==> config.mk <==
export PLATFORM = sky130hd
export DESIGN_NAME = mem_wb_stage
export DESIGN_NICKNAME = d
export VERILOG_FILES = /design/src/rtl/riscv_pkg.sv /design/src/rtl/load_extend.sv /design/src/rtl/mem_wb_stage.sv
export SDC_FILE = /design/constraint.sdc
export NUM_CORES = 1
export LEC_CHECK = 0
export CORE_MARGIN = 8
export CORE_UTILIZATION = 32
export DETAILED_ROUTE_END_ITERATION = 10
export DONT_BUFFER_PORTS = 1
export GPL_ROUTABILITY_DRIVEN = 0
export SETUP_SLACK_MARGIN = 0.5
export SYNTH_ARGS = -nofsm -noshare
export SYNTH_HDL_FRONTEND = slang
export SYNTH_SLANG_ARGS = --single-unit
==> constraint.sdc <==
create_clock -name clk -period 4.14 [get_ports clk]
set_input_delay 0.621 -clock clk [delete_from_list [all_inputs] [get_ports clk]]
set_output_delay 0.621 -clock clk [all_outputs]
set_load 0.1 [all_outputs]
==> src/rtl/riscv_pkg.sv <==
// Shared definitions for the pipelined core: widths, writeback source encoding, load funct3 codes.
// Latency: n/a (declarations only).
// Backpressure: n/a.
package riscv_pkg;

    localparam int DATA_W    = 32;
    localparam int ADDR_W    = 5;
    localparam int INSTRET_W = 64;

    // Writeback result source; the unused code 2'b11 falls back to the ALU path.
    typedef enum logic [1:0] {
        RES_ALU  = 2'b00,
        RES_LOAD = 2'b01,
        RES_PC4  = 2'b10
    } result_src_t;

    // Load size/sign encodings carried in funct3.
    localparam logic [2:0] F3_LB  = 3'b000;
    localparam logic [2:0] F3_LH  = 3'b001;
    localparam logic [2:0] F3_LW  = 3'b010;
    localparam logic [2:0] F3_LBU = 3'b100;
    localparam logic [2:0] F3_LHU = 3'b101;

endpackage

==> src/rtl/load_extend.sv <==
// Extracts a byte/half/word from an aligned memory word and sign/zero extends it to 32 bits.
// Latency: combinational.
// Backpressure: none.
// Ports: i_word (raw aligned word), i_offset (byte offset within word), i_funct3 (load kind),
//        o_value (extended load result).
module load_extend
    import riscv_pkg::*;
(
    input  logic [31:0] i_word,
    input  logic [1:0]  i_offset,
    input  logic [2:0]  i_funct3,
    output logic [31:0] o_value
);

    logic [7:0]  w_byte;
    logic [15:0] w_half;

    always_comb begin
        w_byte = i_word[7:0];
        case (i_offset)
            2'd0:    w_byte = i_word[7:0];
            2'd1:    w_byte = i_word[15:8];
            2'd2:    w_byte = i_word[23:16];
            default: w_byte = i_word[31:24];
        endcase
        // Misaligned halfword accesses are not trapped: offset bit 0 is simply dropped.
        w_half = i_offset[1] ? i_word[31:16] : i_word[15:0];
    end

    always_comb begin
        o_value = i_word;
        case (i_funct3)
            F3_LB:   o_value = {{24{w_byte[7]}}, w_byte};
            F3_LH:   o_value = {{16{w_half[15]}}, w_half};
            F3_LBU:  o_value = {24'd0, w_byte};
            F3_LHU:  o_value = {16'd0, w_half};
            // LW and every undefined encoding return the full word.
            default: o_value = i_word;
        endcase
    end

endmodule

==> src/rtl/mem_wb_stage.sv <==
// MEM/WB pipeline register, load extension, writeback mux, WB->ID bypass and instret counter.
// Latency: MEM inputs appear on AD3/WD3/WE3 one cycle after capture; the register file writes on the next edge.
// Backpressure: stall_w holds the W registers and suppresses retirement; flush_w captures a bubble.
// Ports: clk/rst (sync active-high); stall_w/flush_w pipeline control; *_m MEM-stage inputs;
//        AD3/WD3/WE3 register file write port; rs*_d/rf_rd* ID read indices and raw data;
//        rd1_d/rd2_d bypassed ID operands; instret retired-instruction count.
module mem_wb_stage
    import riscv_pkg::*;
#(
    parameter int DATA_WIDTH    = DATA_W,
    parameter int ADDRESS_WIDTH = ADDR_W,
    parameter int INSTRET_WIDTH = INSTRET_W
) (
    input  logic                     clk,
    input  logic                     rst,
    input  logic                     stall_w,
    input  logic                     flush_w,
    input  logic                     valid_m,
    input  logic                     reg_write_m,
    input  logic [ADDRESS_WIDTH-1:0] rd_m,
    input  logic [1:0]               result_src_m,
    input  logic [2:0]               funct3_m,
    input  logic [DATA_WIDTH-1:0]    alu_result_m,
    input  logic [DATA_WIDTH-1:0]    read_data_m,
    input  logic [DATA_WIDTH-1:0]    pc_plus4_m,
    output logic [ADDRESS_WIDTH-1:0] AD3,
    output logic [DATA_WIDTH-1:0]    WD3,
    output logic                     WE3,
    input  logic [ADDRESS_WIDTH-1:0] rs1_d,
    input  logic [ADDRESS_WIDTH-1:0] rs2_d,
    input  logic [DATA_WIDTH-1:0]    rf_rd1,
    input  logic [DATA_WIDTH-1:0]    rf_rd2,
    output logic [DATA_WIDTH-1:0]    rd1_d,
    output logic [DATA_WIDTH-1:0]    rd2_d,
    output logic [INSTRET_WIDTH-1:0] instret
);

    // W-stage register bank
    logic                     r_valid_w;
    logic                     r_reg_write_w;
    logic [ADDRESS_WIDTH-1:0] r_rd_w;
    logic [1:0]               r_result_src_w;
    logic [2:0]               r_funct3_w;
    logic [DATA_WIDTH-1:0]    r_alu_result_w;
    logic [DATA_WIDTH-1:0]    r_read_data_w;
    logic [DATA_WIDTH-1:0]    r_pc_plus4_w;
    logic [INSTRET_WIDTH-1:0] r_instret;

    logic [DATA_WIDTH-1:0]    w_load_val;
    logic [DATA_WIDTH-1:0]    w_wd;
    logic                     w_we;
    logic                     w_retire;

    // Reset and flush both leave a zeroed bubble; a flush overrides a simultaneous stall.
    always_ff @(posedge clk) begin
        if (rst || flush_w) begin
            r_valid_w      <= 1'b0;
            r_reg_write_w  <= 1'b0;
            r_rd_w         <= '0;
            r_result_src_w <= 2'b00;
            r_funct3_w     <= 3'b000;
            r_alu_result_w <= '0;
            r_read_data_w  <= '0;
            r_pc_plus4_w   <= '0;
        end else if (!stall_w) begin
            r_valid_w      <= valid_m;
            r_reg_write_w  <= reg_write_m;
            r_rd_w         <= rd_m;
            r_result_src_w <= result_src_m;
            r_funct3_w     <= funct3_m;
            r_alu_result_w <= alu_result_m;
            r_read_data_w  <= read_data_m;
            r_pc_plus4_w   <= pc_plus4_m;
        end
    end

    // An instruction retires only on its last WB cycle, so a stalled one is counted once.
    // A flush does not block retirement of the instruction currently leaving WB.
    assign w_retire = r_valid_w & ~stall_w;

    always_ff @(posedge clk) begin
        if (rst) begin
            r_instret <= '0;
        end else if (w_retire) begin
            r_instret <= r_instret + INSTRET_WIDTH'(1);
        end
    end

    load_extend u_load_extend (
        .i_word   (r_read_data_w),
        .i_offset (r_alu_result_w[1:0]),
        .i_funct3 (r_funct3_w),
        .o_value  (w_load_val)
    );

    always_comb begin
        w_wd = r_alu_result_w;
        case (r_result_src_w)
            RES_LOAD: w_wd = w_load_val;
            RES_PC4:  w_wd = r_pc_plus4_w;
            default:  w_wd = r_alu_result_w;
        endcase
    end

    // x0 is never written, which also keeps x0 out of the bypass path below.
    assign w_we = r_valid_w & r_reg_write_w & (r_rd_w != '0);

    assign AD3     = r_rd_w;
    assign WD3     = w_wd;
    assign WE3     = w_we;
    assign instret = r_instret;

    // The register file writes on the edge but reads asynchronously, so ID would see
    // stale data in the cycle the write is pending; forward WD3 instead.
    assign rd1_d = (w_we && (rs1_d == r_rd_w)) ? w_wd : rf_rd1;
    assign rd2_d = (w_we && (rs2_d == r_rd_w)) ? w_wd : rf_rd2;

endmodule
==> qor.yml <==
sta:
  setup_viol: 0
  holdWs_ns: 0.263
  fin_crit_ns: 3.43
  slew_viol_final: 0
  period_share_pct: 82.9
  fmax_mhz: 291
  fin_ws_ns: 0.707
  maxSlewHeadroom_pct: 27.5
  finalSetupTns_ns: 0
  hold_viol_final: 0
  tightestPinTransition_ns: 1.09
  rsz0062_at_grt: "false"
  fin_worst_skew_ns: 0.0194
worst_hold_path:
  worstHoldStart: "rst"
  min_path_type: "in2reg"
  worstHoldPathCells: 1
worst_setup_path:
  r2r_cells: 6
  crit_arrival_ns: 2.81
  worstSetupPathType: "reg2out"
  reg2reg_from: "instret[14]"
  crit_required_ns: 3.52
  endpoint_kind: "output pin"
  setup.worst_path.start: "r_result_src_w[1]"
  startpoint_type: "flip-flop"
  path_max_fanout: 7
clock_tree:
  clk_pin_slew_ns: 0.08
  tritoncts: "built"
  cts_sinks: 172
  cts_root_buf: "clkbuf_16"
  clkLatencyLatePin_ns: 0.43
  cts_max_level: 4
  ctsHoldBuffers: 0
  cts.path.max_buffers: 2
  cts_buffers: 17
synth:
  postSynth.asyncResetShare_pct: 0
  syn_area_um2: 8740
  syn_avg_cell_area_um2: 8.60
  yosysUniqueCellTypes: 44
  syn_nets: 1206
  synth-main-ff-cell: "dfxtp_1"
  synth_edf_count: 0
  ys_warn_count: 0
  ys_seq_elements: 172
  yosysSeqAreaShare_pct: 39.4
  synthCells: 1017
global_route:
  antenna_found_initial: 1
  grt_max_degree: 111
  grt_pass1_wl_um: 46300
  grt_overflow_total: 0
  grtUsageTotal_pct: 17.7
  grt_pass1_vias: 7650
die:
  die-width_um: 181
  start_util_pct: 32.5
  ios: 352
  row_count: 60
  core-area_um2: 26900
  die_area_um2: 32900
  die_h_um: 181
placement:
  port_buffers: 0
  dpl.cell_count: 1442
  post-place-ws_ns: 0.851
  hpwl_um: 22900
  dpl-instance-area_um2: 10900
route:
  viasPerCell: 5.35
  vias: 7893
  wire_per_inst_um: 20.7
  drtIter0Drc: 482
  postRouteAntennaNets: 0
  wl_um: 30600
  drt-pass1-iter-count: 5
  drc: 0
layout:
  fillerInstances: 2607
  fin_util_pct: 43.0
  drive_gt1_share_pct: 26.2
  final_area_um2: 11600
  area_delta_synth_final_pct: 32.1
  layout.cells.non_filler: 1476
  seq_area_um2: 3450
  layout.nets: 1311
  mostFrequentLayoutCells: "nor2_1, dfxtp_1, mux2i_1, buf_4, nand2_1"
  layout_commonest_cell: "nor2_1"
  multiInputGateArea_um2: 5310
  diodes: 0
pwr:
  fin_total_pwr_mw: 4.10
  peakVddDrop_mv: 0.212
  leakage_nw: 4.41
  powerDensity_nw_per_um2: 355
flow_run:
  max_cap_violations: 0
outcome:
  status: "finished, final reports clean"
-- final cells by class --
class	count	area share [%]
inverter	19	0.617
timing repair buffer	157	14.9
tap	341	3.69
sequential	172	29.9
clock inverter	14	1.26
multi-input combinational	755	46.0
clock buffer	18	3.71
-- sequential cells by signal, indices dropped and copies added (netlist names) --
name,cells
r_result_src_w,2
r_pc_plus4_w,32
r_valid_w,1
r_funct3_w,3
AD3,5
instret,64
r_read_data_w,32
r_reg_write_w,1
r_alu_result_w,32
-- kinds of logic (layout without fill, tap and decap cells) --
group / Yosys count / after routing / synth area share (%)
mux: 169 / 169 / 20.1
fa+ha+maj: 3 / 3 / 0.429
simple gates: 383 / 383 / 21.0
buf+inv: 90 / 208 / 3.91
compound gates: 154 / 154 / 10.6
flops: 172 / 172 / 39.4
xor+xnor: 46 / 46 / 4.61
-- critical path, stage by stage, from the launching register on --
cell,delay [ns]
dfxtp_1,0.35
inv_1,0.07
ha_1,0.29
or3b_2,0.48
o221ai_1,0.24
nor2b_4,0.27
buf_4,0.15
a221oi_2,0.10
a21oi_4,0.14
buf_4,0.30
-- Yosys cell counts (2+ instances only) --
cell / number / area, um2
nor4b_1: 2 / 17.5
a21oi_1: 69 / 345
nand2_1: 56 / 210
or3_1: 33 / 206
nor2b_1: 21 / 131
o21ai_0: 31 / 155
o22ai_1: 7 / 43.8
a2bb2oi_1: 7 / 61.3
mux2_2: 50 / 563
dfxtp_1: 172 / 3440
a31oi_1: 2 / 12.5
xor2_1: 13 / 114
nor3_1: 12 / 60.1
and3_1: 8 / 50.1
ha_1: 3 / 37.5
a221oi_1: 9 / 78.8
nand2b_1: 2 / 12.5
xnor2_1: 33 / 289
and4_1: 6 / 52.6
or2_2: 2 / 12.5
clkbuf_1: 53 / 199
buf_2: 3 / 15.0
o31ai_1: 3 / 22.5
nor2_1: 170 / 638
nand3_1: 24 / 120
a22oi_1: 16 / 120
buf_1: 15 / 56.3
nand4_1: 14 / 87.6
mux2i_1: 119 / 1190
o221ai_1: 8 / 70.1
nor4_1: 15 / 93.8
or4_1: 7 / 52.6
and2_1: 4 / 25.0
inv_1: 18 / 67.6
-- layer usage --
metal  vias up  track usage [%]  part of all wire [%]
met5         -                0                 0.039
met2       312             30.5                    50
li1       3803                -                     -
met3        26             6.74                   9.4
met4         2             5.02                   1.8
met1      3750             20.2                    39
-- report_power, final --
part	leakage (nW)	switching, mW	total, mW	internal, mW
logic	2.74	0.569	0.809	0.240
registers	1.40	0.0337	1.72	1.69
clock network	0.275	0.769	1.57	0.805
total	4.41	1.37	4.10	2.73
-- path summary, 6_finish.rpt --
path | slack (ns) | end
worst min register to register | 0.50 | r_alu_result_w[19]
worst max register to register | 0.99 | instret[54]
worst min-delay path | 0.26 | instret[37]
worst max-delay path | 0.71 | rd2_d[14]
-- what timing repair did --
action                     in CTS  in global routing
setup buffers                   0                  2
gates resized for setup         4                  4
pin swaps                       0                  0
setup endpoints to repair      19                 63
No activity file was read; power rests on OpenSTA's default activity.
